**config.mk**
```make
export PLATFORM = sky130hd
export DESIGN_NAME = keypad_responder
export DESIGN_NICKNAME = d
export VERILOG_FILES = /design/src/rtl/keypad_pkg.sv /design/src/rtl/key_fifo.sv /design/src/rtl/keypad_responder.sv
export SDC_FILE = /design/constraint.sdc
export NUM_CORES = 1
export LEC_CHECK = 0
export ABC_AREA = 1
export BUFFER_PORTS_ARGS = -buffer_cell sky130_fd_sc_hd__buf_2
export CAP_MARGIN = 10
export CORE_MARGIN = 8
export CORE_UTILIZATION = 45
export CTS_CLUSTER_DIAMETER = 150
export DETAILED_ROUTE_END_ITERATION = 10
export GPL_TIMING_DRIVEN = 0
export PLACE_DENSITY = 0.65
export SLEW_MARGIN = 20
export SYNTH_ARGS = -nofsm -noshare
export SYNTH_HDL_FRONTEND = slang
export SYNTH_HIERARCHICAL = 1
export SYNTH_SLANG_ARGS = --single-unit
```
**constraint.sdc**
```tcl
create_clock -name clk -period 2.05 [get_ports clk]
set_input_delay 0.1025 -clock clk [delete_from_list [all_inputs] [get_ports clk]]
set_output_delay 0.1025 -clock clk [all_outputs]
set_load 0.01 [all_outputs]
```
**src/rtl/keypad_pkg.sv**
```systemverilog
// Shared types and constants for the keypad responder: FSM states, key codes,
// the four one-hot-low column patterns and the scan counter width.
package keypad_pkg;

  typedef enum logic [1:0] {
    ST_IDLE    = 2'd0,
    ST_PRESS   = 2'd1,
    ST_RELEASE = 2'd2
  } state_e;

  // [3:2] row index, [1:0] column index
  typedef logic [3:0] key_code_t;

  localparam logic [3:0] COL_0    = 4'b0111;
  localparam logic [3:0] COL_1    = 4'b1011;
  localparam logic [3:0] COL_2    = 4'b1101;
  localparam logic [3:0] COL_3    = 4'b1110;
  localparam logic [3:0] COL_NONE = 4'b1111;

  localparam int SCAN_CNT_W = 8;

endpackage

```
**src/rtl/key_fifo.sv**
```systemverilog
// Key-code queue. A push into a full queue is dropped even when a pop happens
// in the same cycle, so key_ready can be a plain function of the count.
module key_fifo
  import keypad_pkg::*;
#(
  parameter int DEPTH = 4
) (
  input  logic      clk,
  input  logic      rst_n,
  input  logic      push_i,
  input  key_code_t data_i,
  input  logic      pop_i,
  output key_code_t data_o,
  output logic      full_o,
  output logic      empty_o
);

  localparam int AW = $clog2(DEPTH);
  localparam logic [AW:0] FULL_CNT = DEPTH[AW:0];

  key_code_t     mem_q [DEPTH];
  logic [AW-1:0] wr_ptr_q;
  logic [AW-1:0] rd_ptr_q;
  logic [AW:0]   count_q;
  logic          do_push;
  logic          do_pop;

  assign full_o  = (count_q == FULL_CNT);
  assign empty_o = (count_q == '0);
  assign do_push = push_i && !full_o;
  assign do_pop  = pop_i && !empty_o;
  assign data_o  = mem_q[rd_ptr_q];

  always_ff @(posedge clk or negedge rst_n) begin
    if (!rst_n) begin
      wr_ptr_q <= '0;
      rd_ptr_q <= '0;
      count_q  <= '0;
    end else begin
      if (do_push) wr_ptr_q <= wr_ptr_q + 1'b1;
      if (do_pop)  rd_ptr_q <= rd_ptr_q + 1'b1;
      case ({do_push, do_pop})
        2'b10:   count_q <= count_q + 1'b1;
        2'b01:   count_q <= count_q - 1'b1;
        default: count_q <= count_q;
      endcase
    end
  end

  // Storage needs no reset: it is only read when count_q says it holds data.
  always_ff @(posedge clk) begin
    if (do_push) mem_q[wr_ptr_q] <= data_i;
  end

endmodule

```
**src/rtl/keypad_responder.sv**
```systemverilog
// Keypad end of a column-scan protocol: replays queued key codes as presses
// held for HOLD_SCANS scans, separated by GAP_SCANS scans of release.
//
// state      | meaning
// ST_IDLE    | no key held; pops the next queued code when one is present
// ST_PRESS   | key held; counts scans up to HOLD_SCANS
// ST_RELEASE | key released; counts scans up to GAP_SCANS before the next key
module keypad_responder
  import keypad_pkg::*;
#(
  parameter int HOLD_SCANS = 8,
  parameter int GAP_SCANS  = 4,
  parameter int FIFO_DEPTH = 4
) (
  input  logic       clk,
  input  logic       reset_n,
  input  logic       key_valid,
  input  logic [3:0] key_code,
  output logic       key_ready,
  input  logic [3:0] kpc,
  output logic [3:0] kpr,
  output logic       pressed,
  output logic       busy
);

  localparam logic [SCAN_CNT_W-1:0] HOLD_TC = HOLD_SCANS[SCAN_CNT_W-1:0];
  localparam logic [SCAN_CNT_W-1:0] GAP_TC  = GAP_SCANS[SCAN_CNT_W-1:0];

  state_e                state_q;
  key_code_t             key_q;
  key_code_t             fifo_head;
  logic [SCAN_CNT_W-1:0] cnt_q;
  logic [SCAN_CNT_W-1:0] cnt_inc;
  logic [3:0]            kpc_q;
  logic                  pressed_q;
  logic                  fifo_full;
  logic                  fifo_empty;
  logic                  fifo_pop;
  logic                  scan_evt;

  // A scan is the entry into column 0; a scanner stalled on column 0 counts once.
  assign scan_evt = (kpc == COL_0) && (kpc_q != COL_0);
  assign fifo_pop = (state_q == ST_IDLE) && !fifo_empty;
  assign cnt_inc  = cnt_q + 1'b1;

  key_fifo #(.DEPTH(FIFO_DEPTH)) u_fifo (
    .clk     (clk),
    .rst_n   (reset_n),
    .push_i  (key_valid),
    .data_i  (key_code),
    .pop_i   (fifo_pop),
    .data_o  (fifo_head),
    .full_o  (fifo_full),
    .empty_o (fifo_empty)
  );

  always_ff @(posedge clk or negedge reset_n) begin
    if (!reset_n) begin
      state_q   <= ST_IDLE;
      key_q     <= '0;
      cnt_q     <= '0;
      kpc_q     <= COL_NONE;
      pressed_q <= 1'b0;
    end else begin
      kpc_q <= kpc;
      case (state_q)
        ST_IDLE: begin
          if (!fifo_empty) begin
            key_q     <= fifo_head;
            cnt_q     <= '0;
            state_q   <= ST_PRESS;
            pressed_q <= 1'b1;
          end
        end
        ST_PRESS: begin
          if (scan_evt) begin
            if (cnt_inc == HOLD_TC) begin
              cnt_q     <= '0;
              state_q   <= ST_RELEASE;
              pressed_q <= 1'b0;
            end else begin
              cnt_q <= cnt_inc;
            end
          end
        end
        ST_RELEASE: begin
          if (scan_evt) begin
            if (cnt_inc == GAP_TC) begin
              cnt_q   <= '0;
              state_q <= ST_IDLE;
            end else begin
              cnt_q <= cnt_inc;
            end
          end
        end
        default: begin
          state_q   <= ST_IDLE;
          pressed_q <= 1'b0;
        end
      endcase
    end
  end

  // Row drive follows kpc combinationally so the scanner sees it in the same column slot.
  always_comb begin
    kpr = COL_NONE;
    if (pressed_q && !kpc[key_q[1:0]]) kpr[key_q[3:2]] = 1'b0;
  end

  assign pressed   = pressed_q;
  assign busy      = !fifo_empty || (state_q != ST_IDLE);
  assign key_ready = !fifo_full;

endmodule

```
=== Yosys cells after proc, flatten, opt, wreduce, memory -nomap -nowiden ===
Memory sizes are Yosys's and may differ from the RTL's. A register that Yosys moved wholly into a read port is not among the register bits.
Index checks and enable logic that the tools add are counted.
W data, S select, Z words.

* Flip-flop bits (word level): 22
* Bits in writable memories: 16
* Input port bits: 11
* Output and inout port bits: 7
* Memories kept: 1

{| class="wikitable"
|+ Memories
! name !! words !! bits a word !! rd ports !! clocked after memory_dff !! write ports !! RTL line !! source
|-
| u_fifo.mem_q || 4 || 4 || 1 || 1 || 1 || key_fifo.sv:21 || <nowiki>key_code_t mem_q [DEPTH];</nowiki>
|}

* $add $sub $neg: 5
* Magnitude comparators: 3
* Equal/unequal tests: 14
* Mux-type cells: 24
* Bitwise operators: 3
* Reductions and logical operators: 20

{| class="wikitable"
|+ Operators with widths
! kind !! count
|-
| $mux W8 || 5
|-
| $pmux W8 S3 || 1
|-
| $mux W2 || 5
|-
| $ne A2 B2 Y1 const B || 5
|-
| $add A8 B1 Y8 const B || 1
|-
| $eq A8 B3 Y1 const B || 1
|-
| $eq A8 B4 Y1 const B || 1
|-
| $reduce_and A4 Y1 || 2
|-
| $mux W1 || 7
|-
| $logic_and A1 B1 Y1 || 6
|-
| $lt A2 B3 Y1 const B || 2
|-
| $pmux W2 S3 || 1
|-
| $pmux W3 S2 || 1
|-
| $reduce_and A5 Y1 || 1
|-
| $add A2 B1 Y2 const B || 2
|-
| $eq A2 B1 Y1 const B || 2
|-
| $eq A2 B2 Y1 const B || 2
|-
| $eq A4 B3 Y1 const B || 1
|-
| $logic_not A1 Y1 || 4
|-
| $mux W4 || 1
|-
| $ne A4 B3 Y1 const B || 1
|-
| $not A4 Y4 || 1
|-
| $reduce_bool A2 Y1 || 2
|-
| $add A3 B1 Y3 const B || 1
|-
| other kinds (12) || 13
|}

=== Longest topological paths before layout ===
Gate-level depths: netlist (run 1).

* Word-level depth: 6
* Mapped depth: 14
* Mapped depth without buffers: 14

=== Cells and area by module ===
The synthesis (run 1) kept the hierarchy.

{| class="wikitable"
|+ By module, submodules not included
! module !! times used !! cells each !! area each (sq um) !! seq. area each (sq um)
|-
| keypad_responder || 1 || 147 || 1,167.4 || 480.5
|-
| key_fifo || 1 || 107 || 1,093.5 || 655.6
|}

=== Least setup slack after synthesis (run 1) ===
No wires, ideal clock.

* Path type: reg-to-reg
* Start: register state_q[0]
* End: register u_fifo.count_q[2]
* Setup time: 0.117 ns
* Arrival time: 2.057 ns
* Data required time: 1.933 ns
* Setup slack: -0.124 ns
* Cell stages (with the launch flop): 14
* Period minus slack after synthesis: 2.174 ns
* Path through: dfrtp_1 inv_1 ha_1 inv_1 nor2_1 nand2_1 inv_1 ha_1 inv_1 fa_1 nand2_1 nand3_1 nand2_1 nand2_1

* Word-level cells in the longest chain between the ends: 5
* Elaborated cells on any way between the ends: 7
* Classes of those cells: eq/ne (2); mux (1); reduce/logical (4)

{| class="wikitable"
|+ Ends and longest elaborated chain
! element !! RTL line !! source
|-
| start: declaration || keypad_responder.sv:29 || <nowiki>state_e state_q;</nowiki>
|-
| start signal: assignment || keypad_responder.sv:59 || <nowiki>state_q <= ST_IDLE;</nowiki>
|-
| start signal: assignment || keypad_responder.sv:71 || <nowiki>state_q <= ST_PRESS;</nowiki>
|-
| start signal: assignment || keypad_responder.sv:79 || <nowiki>state_q <= ST_RELEASE;</nowiki>
|-
| $logic_not A2 Y1 (*) || keypad_responder.sv:43 || <nowiki>assign fifo_pop = (state_q == ST_IDLE) && !fifo_empty;</nowiki>
|-
| $logic_and A1 B1 Y1 (*) || keypad_responder.sv:43 ||
|-
| named net fifo_pop || keypad_responder.sv:38 || <nowiki>logic fifo_pop;</nowiki>
|-
| $logic_and A1 B1 Y1 (*) || key_fifo.sv:31 || <nowiki>assign do_pop = pop_i && !empty_o;</nowiki>
|-
| named net u_fifo.do_pop || key_fifo.sv:26 || <nowiki>logic do_pop;</nowiki>
|-
| $eq A2 B1 Y1 or $eq A2 B2 Y1 (tied branches) || key_fifo.sv:42 || <nowiki>case ({do_push, do_pop})</nowiki>
|-
| $pmux W3 S2 or $reduce_bool A2 Y1 (tied branches) || -- ||
|-
| end signal: assignment || key_fifo.sv:43 || <nowiki>2'b10: count_q <= count_q + 1'b1;</nowiki>
|-
| end signal: assignment || key_fifo.sv:44 || <nowiki>2'b01: count_q <= count_q - 1'b1;</nowiki>
|-
| end signal: assignment || key_fifo.sv:45 || <nowiki>default: count_q <= count_q;</nowiki>
|-
| end: declaration || key_fifo.sv:24 || <nowiki>logic [AW:0] count_q;</nowiki>
|}

Mark *: on every way through the listed nets, which the timed path passes. The rest lies on a longest branch.
A chain may end at the register's enable or synchronous reset.

=== Worst setup path in the final report (run 1) ===
* Start: register state_q[1]
* End: register u_fifo.count_q[2]

The elaborated chain is that of the path after synthesis.

==> results of run 1 <==
[area by class of cell]
cell class	instances	area [um^2]
inverters	46	173
repair buffers	26	165
clock inverters	2	37.5
plain buffers	3	33.8
clock buffers	6	72.6
fillers	473	2320
well taps	70	87.6
flip-flops and latches	42	1140
multi-input cells	163	953
[final timing paths]
| path | end | start | cells after the start | slack, ns |
|---|---|---|---|---|
| min reg2reg | u_fifo/count_q[0] | u_fifo/count_q[0] | 1 | 0.49 |
| max reg2reg | u_fifo/count_q[2] | state_q[1] | 13 | 0.17 |
| max | u_fifo/count_q[2] | state_q[1] | 13 | 0.17 |
| min | u_fifo/mem_q[0][3] | key_code[3] | 1 | 0.02 |
| max in group asynchronous | state_q[1] | reset_n | 2 | 1.34 |
| min in group asynchronous | cnt_q[1] | reset_n | 2 | 0.33 |
[cell usage after synthesis, drive strengths merged (2+ instances only)]
cell	n	area share (%)
dfrtp	22	24
inv	45	7.5
xnor2	2	0.77
nand3	18	5.1
nand4	6	1.7
buf	3	1.5
ha	9	5.0
o211ai	8	2.7
nand2	77	14
nor2	19	3.9
dfstp	4	4.6
o21ai	12	2.7
o31ai	4	1.3
edfxtp	16	21
a21oi	2	0.94
[metal layers]
metal | up-vias | part of all wire [%] | GRT usage, %
met5 | - | 0 | 0
met4 | 0 | 2.1 | 6.10
met3 | 9 | 3.0 | 3.40
met2 | 23 | 52 | 20.5
met1 | 762 | 43 | 13.0
li1 | 880 | - | -
[cells by family after synthesis]
family / after synthesis / synth area share (%)
compound gates: 28 / 8.30
buf+inv: 49 / 9.13
simple gates: 122 / 25.3
fa+ha+maj: 10 / 5.87
xor+xnor: 3 / 1.16
flops: 42 / 50.2
[flip-flops by register name, summed over array words and instances (netlist names)]
register and flops:
pressed 1, u_fifo/mem_q 16, state_q 2, u_fifo/wr_ptr_q 2, u_fifo/rd_ptr_q 2, cnt_q 8, key_q 4, kpc_q 4
u_fifo/count_q 3
[repair_timing]
action | in CTS | in global routing
gates resized for setup | 3 | 11
hold endpoints to repair | 26 | 0
endpoints found under the setup margin | 2 | 2
pin swaps | 2 | 3
setup buffers | 1 | 3
hold buffers | 5 | 0
[per-stage QoR]
stage	util (%)	hold WS (ns)
global route	53.4	0.00881
CTS	52.7	0.00694
finish	53.4	0.0216
floorplan	-	-0.193
global placement	48.9	0.143
detailed placement	48.9	0.133
[power by group through the flow]
| stage | clock (mW) | combinational, mW | sequential [mW] |
|---|---|---|---|
| floorplan | 0 | 1.21 | 1.23 |
| global placement | 0 | 1.49 | 1.26 |
| detailed placement | 0 | 1.53 | 1.26 |
| CTS | 0.672 | 1.60 | 1.25 |
| global route | 0.701 | 1.92 | 1.29 |
| finish | 0.643 | 1.66 | 1.25 |
==> key figures, run 1 <==
Timing
  • Final Cycle Share: 91.8%
  • Slew Limit Fails: 0
  • Hold Vio Cnt, Final: 0
  • Fin crit period: 1.88 ns
  • Setup TNS: 0 ns
  • Max-slew headroom: 61.8%
  • Layout Skew: around 0.0029 ns
  • Max frequency: 0.532 GHz
  • Measured slew at the worst slew-check pin: 0.573 ns
  • Final Setup Violations: 0
  • Worst Setup Slack, final: 0.169 ns

Logic synthesis
  • Yosys warns: 6
  • Synthesized cell area: 2260 um^2
  • Primary FF master, synth: dfrtp_1
  • Synthesis-stage register bit count: 42
  • Number of synthesized flops with an enable pin: 16
  • Syn Area/Cell: 8.90 um^2
  • Netlist cell types: 30
  • Post-synthesis sequential area ratio: 50.2%
  • Mapped Nets: 275
  • Share of synthesized registers carrying an async set or reset: between 60% and 70%
  • Synth Instances: ~250

Clock tree
  • CTS tree: yes
  • Clock Sinks: 42
  • Worst-path clk slew: 0.08 ns
  • CTS buffer count: 5
  • Clock buffer depth: 2
  • # H-tree levels: 2
  • Clock Root Buffer: clkbuf_8
  • Clock latency on the worst-skew pair: 0.29 ns

Die
  • Starting density of the core: 45.4%
  • # IOs: 18
  • Die height: 86.9 um
  • Core Rows: 26
  • Die Wd: 86.9 um
  • Total Die Area: 7550 um^2
  • CORE AREA: 4980 um^2

Worst setup path
  • Slowest CP cell: dfrtp_1
  • Critical Path Max Stage Delay: 0.40 ns
  • Worst path cell trace: inv_2 > ha_4 > inv_1 > nor2_4 > nand2_2 > inv_2 > ha_2 > inv_2 > fa_2 > inv_1 > nand2_1 > nand4_1 > nand2_1
  • Worst-path fanout max: 4
  • Critical Path AT: 2.07 ns
  • CP Buf/Inv Count: 5
  • Cell mode on critical path: inv_2
  • CP Capture Type: flop
  • Top delay family on crit path: adder cells
  • Data required, critical path: 2.24 ns
  • Worst setup SP type: flop
  • CP Class: flop to flop

Placed design
  • Post-DP HPWL: 2.95 mm
  • PortBufs: 17
  • Setup WS pre-CTS: -0.277 ns
  • RePlAce Congestion: 0.754
  • DP Cell Count: between 300 and 400
  • Placed Area: 2440 um^2

Finish
  • Post-Layout Inst Area: 2660 um^2
  • Most frequent cells in the layout: nand2_1 (68), inv_1 (37), dfrtp_1 (22), buf_2 (17), edfxtp_1 (16)
  • Share of cells above drive strength 1: 23.6%
  • ANT cells: 0
  • Area grow syn2layout: 17.6%
  • # nets final: 308
  • Post-Layout Cell Count: 358
  • Most common cell after layout, fill and taps aside: nand2_1

Power
  • Leakage: 1.23 nW
  • Sequential share of power: 35.2%
  • Tot Pwr: 3.56 mW
  • Combinational power share: 46.7%
  • Power share of the clock group: 18.1%
  • Switching Share: 40.1%
  • Peak VDD IR: 0.000681 V
  • PwrDens: about 1300 nW/um^2
  • NetSw: approximately 1.4 mW
  • Int Pwr: about 2.1 mW

Run status
  • Run status: complete, no violations

Detailed routing
  • DRT Pass-1 Iters: 4
  • Post-DRT Antenna Nets: 0
  • WL per Instance: 11.1 um
  • Vias per inst: 4.68
  • Drt initial violations: 43
  • Vias: around 1700
  • Final wirelength: 3.99 mm
  • Remaining DRCs: 0

Hold path
  • Hold Path Class: input pin to flop

GRT
  • Total GRT Usage: between 10% and 20%
  • First-pass GRT wire length: 7.03 mm
  • Largest net degree at the start of global routing: 27
  • Antenna violations before repair: 0
  • Vias in the first global route: 1619
  • Overflow after GRT: 0

Job
  • Max cap viols: 0
No activity file was read; power rests on OpenSTA's default activity.
==> run 2: changes to the inputs <==
--- a/config.mk
+++ b/config.mk
@@ -5,14 +5,14 @@
 export SDC_FILE = /design/constraint.sdc
 export NUM_CORES = 1
 export LEC_CHECK = 0
-export ABC_AREA = 1
+export ABC_AREA = 0
 export BUFFER_PORTS_ARGS = -buffer_cell sky130_fd_sc_hd__buf_2
 export CAP_MARGIN = 10
 export CORE_MARGIN = 8
 export CORE_UTILIZATION = 45
 export CTS_CLUSTER_DIAMETER = 150
 export DETAILED_ROUTE_END_ITERATION = 10
-export GPL_TIMING_DRIVEN = 0
+export GPL_TIMING_DRIVEN = 1
 export PLACE_DENSITY = 0.65
 export SLEW_MARGIN = 20
 export SYNTH_ARGS = -nofsm -noshare
==> run 2 against run 1 <==
The run now ends with setup timing left; area after synthesis shrank 6.0%; hold slack lost 0.0012 ns; critical path depth down 7; critical endpoint is now state_q[0]; design area grew 0.42%; highest routed layer unchanged; wire length up 5.6%; clock power is essentially flat; maximum frequency shrank 9.2%; setup slack got worse by 0.19 ns.
==> key figures, run 2 <==
Worst setup path
  • Slowest CP cell: dfrtp_1
  • Data required, critical path: 2.22 ns
  • Worst path cell trace: xor2_1 > or3_4 > a211oi_4 > a31oi_2 > nor3_2 > mux2_1
  • Reg2reg setup slack: -0.02 ns
  • RR Startpoint: cnt_q[6]
  • CP Capture Type: flop
  • Worst setup SP type: flop
  • Critical Path AT: 2.24 ns
  • Worst Setup EP: state_q[0]
  • Worst reg2reg path endpoint: state_q[0]
  • Worst reg2reg path depth: 6
  • Critical Path Max Stage Delay: 0.40 ns
  • CP Class: flop to flop
  • Worst-path fanout max: 3
  • Critical path launch point: cnt_q[6]

Die
  • CORE AREA: 4630 um^2
  • # IOs: 18
  • Core Rows: 25
  • Die Wd: 84.7 um
  • Total Die Area: 7180 um^2
  • Starting density of the core: between 40% and 50%
  • Die height: about 85 um

Power
  • Peak VDD IR: 0.000888 V
  • PwrDens: 1410 nW/um^2
  • Leakage: roughly 1.1 nW
  • Tot Pwr: 3.78 mW

Placed design
  • Placed Area: 2420 um^2
  • Setup WS pre-CTS: -0.0730 ns
  • DP Cell Count: 257
  • RePlAce Congestion: 0.869
  • Post-DP HPWL: 3.05 mm
  • PortBufs: 17

Run status
  • Failing checks: setup timing
  • Run status: complete, but fails checks

Logic synthesis
  • Share of synthesized registers carrying an async set or reset: 61.9%
  • Mapped Nets: 195
  • Number of synthesized flops with an enable pin: 16
  • Post-synthesis sequential area ratio: 53.4%
  • Synth Instances: about 170
  • Synth top area share: 25.9%
  • Synth top area cells: dfrtp_1 (26%), edfxtp_1 (23%), ha_1 (5.3%)
  • Yosys warns: 6
  • Most frequent cells after synthesis: dfrtp_1 (22), nand2_1 (18), edfxtp_1 (16)
  • Netlist cell types: 49
  • Primary FF master, synth: dfrtp_1
  • Most frequent cell after synthesis: dfrtp_1
  • Post-synth top area cell: dfrtp_1
  • Synthesis-stage register bit count: 42
  • Synthesized cell area: 2130 um^2
  • Syn Area/Cell: 12.2 um^2

Detailed routing
  • Post-DRT Antenna Nets: 0
  • Vias: between 1000 and 1500
  • DRT Pass-1 Iters: 4
  • Drt initial violations: between 80 and 90
  • Final wirelength: 4.21 mm
  • WL per Instance: 15.4 um
  • Remaining DRCs: 0
  • Vias per inst: 5.31

Timing
  • Final Cycle Share: 101%
  • Fin crit period: between 2 and 2.5 ns
  • RSZ-0062 raised after global routing: true
  • Hold Vio Cnt, Final: 0
  • Slew Limit Fails: 0
  • Setup TNS: -0.0210 ns
  • Final Setup Violations: 1
  • Measured slew at the worst slew-check pin: ~0.58 ns
  • Max frequency: 0.483 GHz
  • Worst Hold Margin: 0.0203 ns
  • Layout Skew: 0.0108 ns
  • Worst Setup Slack, final: -0.0210 ns
  • Max-slew headroom: approximately three fifths

Finish
  • Area grow syn2layout: 25.6%
  • Post-Layout Cell Count: 274
  • Max reg flops: 16
  • Most frequent cells in the layout: dfrtp_1 (22), buf_4 (19), buf_2 (17), nand2_1 (16), edfxtp_1 (16)
  • Most common cell after layout, fill and taps aside: dfrtp_1
  • Biggest register: u_fifo/mem_q
  • Share of cells above drive strength 1: a little under two fifths
  • Utilization after layout: roughly 58%
  • ANT cells: 0
  • Post-Layout Inst Area: 2670 um^2
  • # nets final: between 200 and 250
  • Regs by FF count: u_fifo/mem_q: 16 flops, cnt_q: 8 flops
  • Fillers: just under 400

GRT
  • Overflow after GRT: 0
  • Largest net degree at the start of global routing: 27
  • Antenna violations before repair: 0
  • Vias in the first global route: 1572
  • First-pass GRT wire length: roughly 7.3 mm
  • Total GRT Usage: 12.9%

Clock tree
  • Clock latency on the worst-skew pair: 0.30 ns
  • Clock buffer depth: 2
  • Clock Root Buffer: clkbuf_8
  • # H-tree levels: 2
  • Clock Sinks: 42
  • CTS tree: yes
  • Worst-path clk slew: roughly 0.080 ns
  • CTS buffer count: 5

Hold path
  • Hold Path Class: input pin to flop
  • Hold Startpoint: key_code[3]

Job
  • Max cap viols: 0
-- run 2: changes by cell type in the layout (fill, tap and decap cells not counted), sizes merged, moves of 6 or more --
cell    previous run  this run
nand2             77        18
inv               45        12
nand3             18         3
nor2              19         5
buf               24        37
and2               0         7
nor3               0         7
mux2               0         6
o211ai             8         2
-- run 2: final cells by class --
type / count / area [um^2] / share of cell area, %
clock buffers: 6 / 72.6 / 2.72
clock inverters: 2 / 37.5 / 1.41
inverters: 12 / 45.0 / 1.69
multi-input cells: 116 / 1010 / 38.0
flip-flops and latches: 42 / 1140 / 42.5
well taps: 54 / 67.6 / 2.53
repair buffers: 42 / 298 / 11.2
-- run 2: worst min-delay path by stage --
stage | end | slack, ns | cells past startpoint
CTS | u_fifo/mem_q[0][0] | 0.01 | 1
floorplan | cnt_q[0] | -0.19 | 0
global route | u_fifo/mem_q[2][1] | 0.01 | 1
global placement | cnt_q[5] | 0.13 | 1
detailed placement | cnt_q[4] | 0.14 | 1
finish | u_fifo/mem_q[1][3] | 0.02 | 1
-- run 2: critical path, delay by kind of cell (launching register included) --
kind / cells / cell delay [ns]
AND/OR/NAND/NOR: 2 / 0.61
AO/OA/AOI/OAI: 2 / 0.42
flip-flops: 1 / 0.40
multiplexers: 1 / 0.34
XOR/XNOR: 1 / 0.17
-- run 2: cell families (layout without fill, tap and decap cells) --
logic type / Yosys count / count (layout) / share of synthesized area, %
XOR/XNOR: 8 / 8 / 3.30
buffers and inverters: 16 / 62 / 2.94
adder cells (fa/ha/maj): 10 / 10 / 6.24
flip-flops: 42 / 42 / 53.4
multiplexers: 12 / 12 / 9.12
AND/OR/NAND/NOR: 60 / 60 / 16.1
AO/OA/AOI/OAI: 26 / 26 / 8.83
-- run 2: power by group --
group | internal, mW | switching [mW] | leakage [nW]
registers | 1.14 | 0.237 | 0.464
clock network | 0.363 | 0.278 | 0.0514
logic | 0.958 | 0.806 | 0.571
total | 2.46 | 1.32 | 1.09
-- run 2: repair_timing --
action	in CTS	in global routing
setup buffers	5	2
resized for setup	6	9
endpoints found under the setup margin	4	13
hold buffers	5	0
pin swaps	6	6
hold endpoints to repair	26	0
-- run 2: routing by layer --
metal | wire [um] | part of all wire, % | vias up | global-route usage, %
li1 | - | - | 718 | -
met1 | 1830 | 43 | 709 | 14.7
met2 | 2120 | 50 | 17 | 21.9
met3 | 162 | 3.9 | 10 | 3.41
met4 | 94 | 2.2 | 0 | 5.99
met5 | 0 | 0 | - | 0
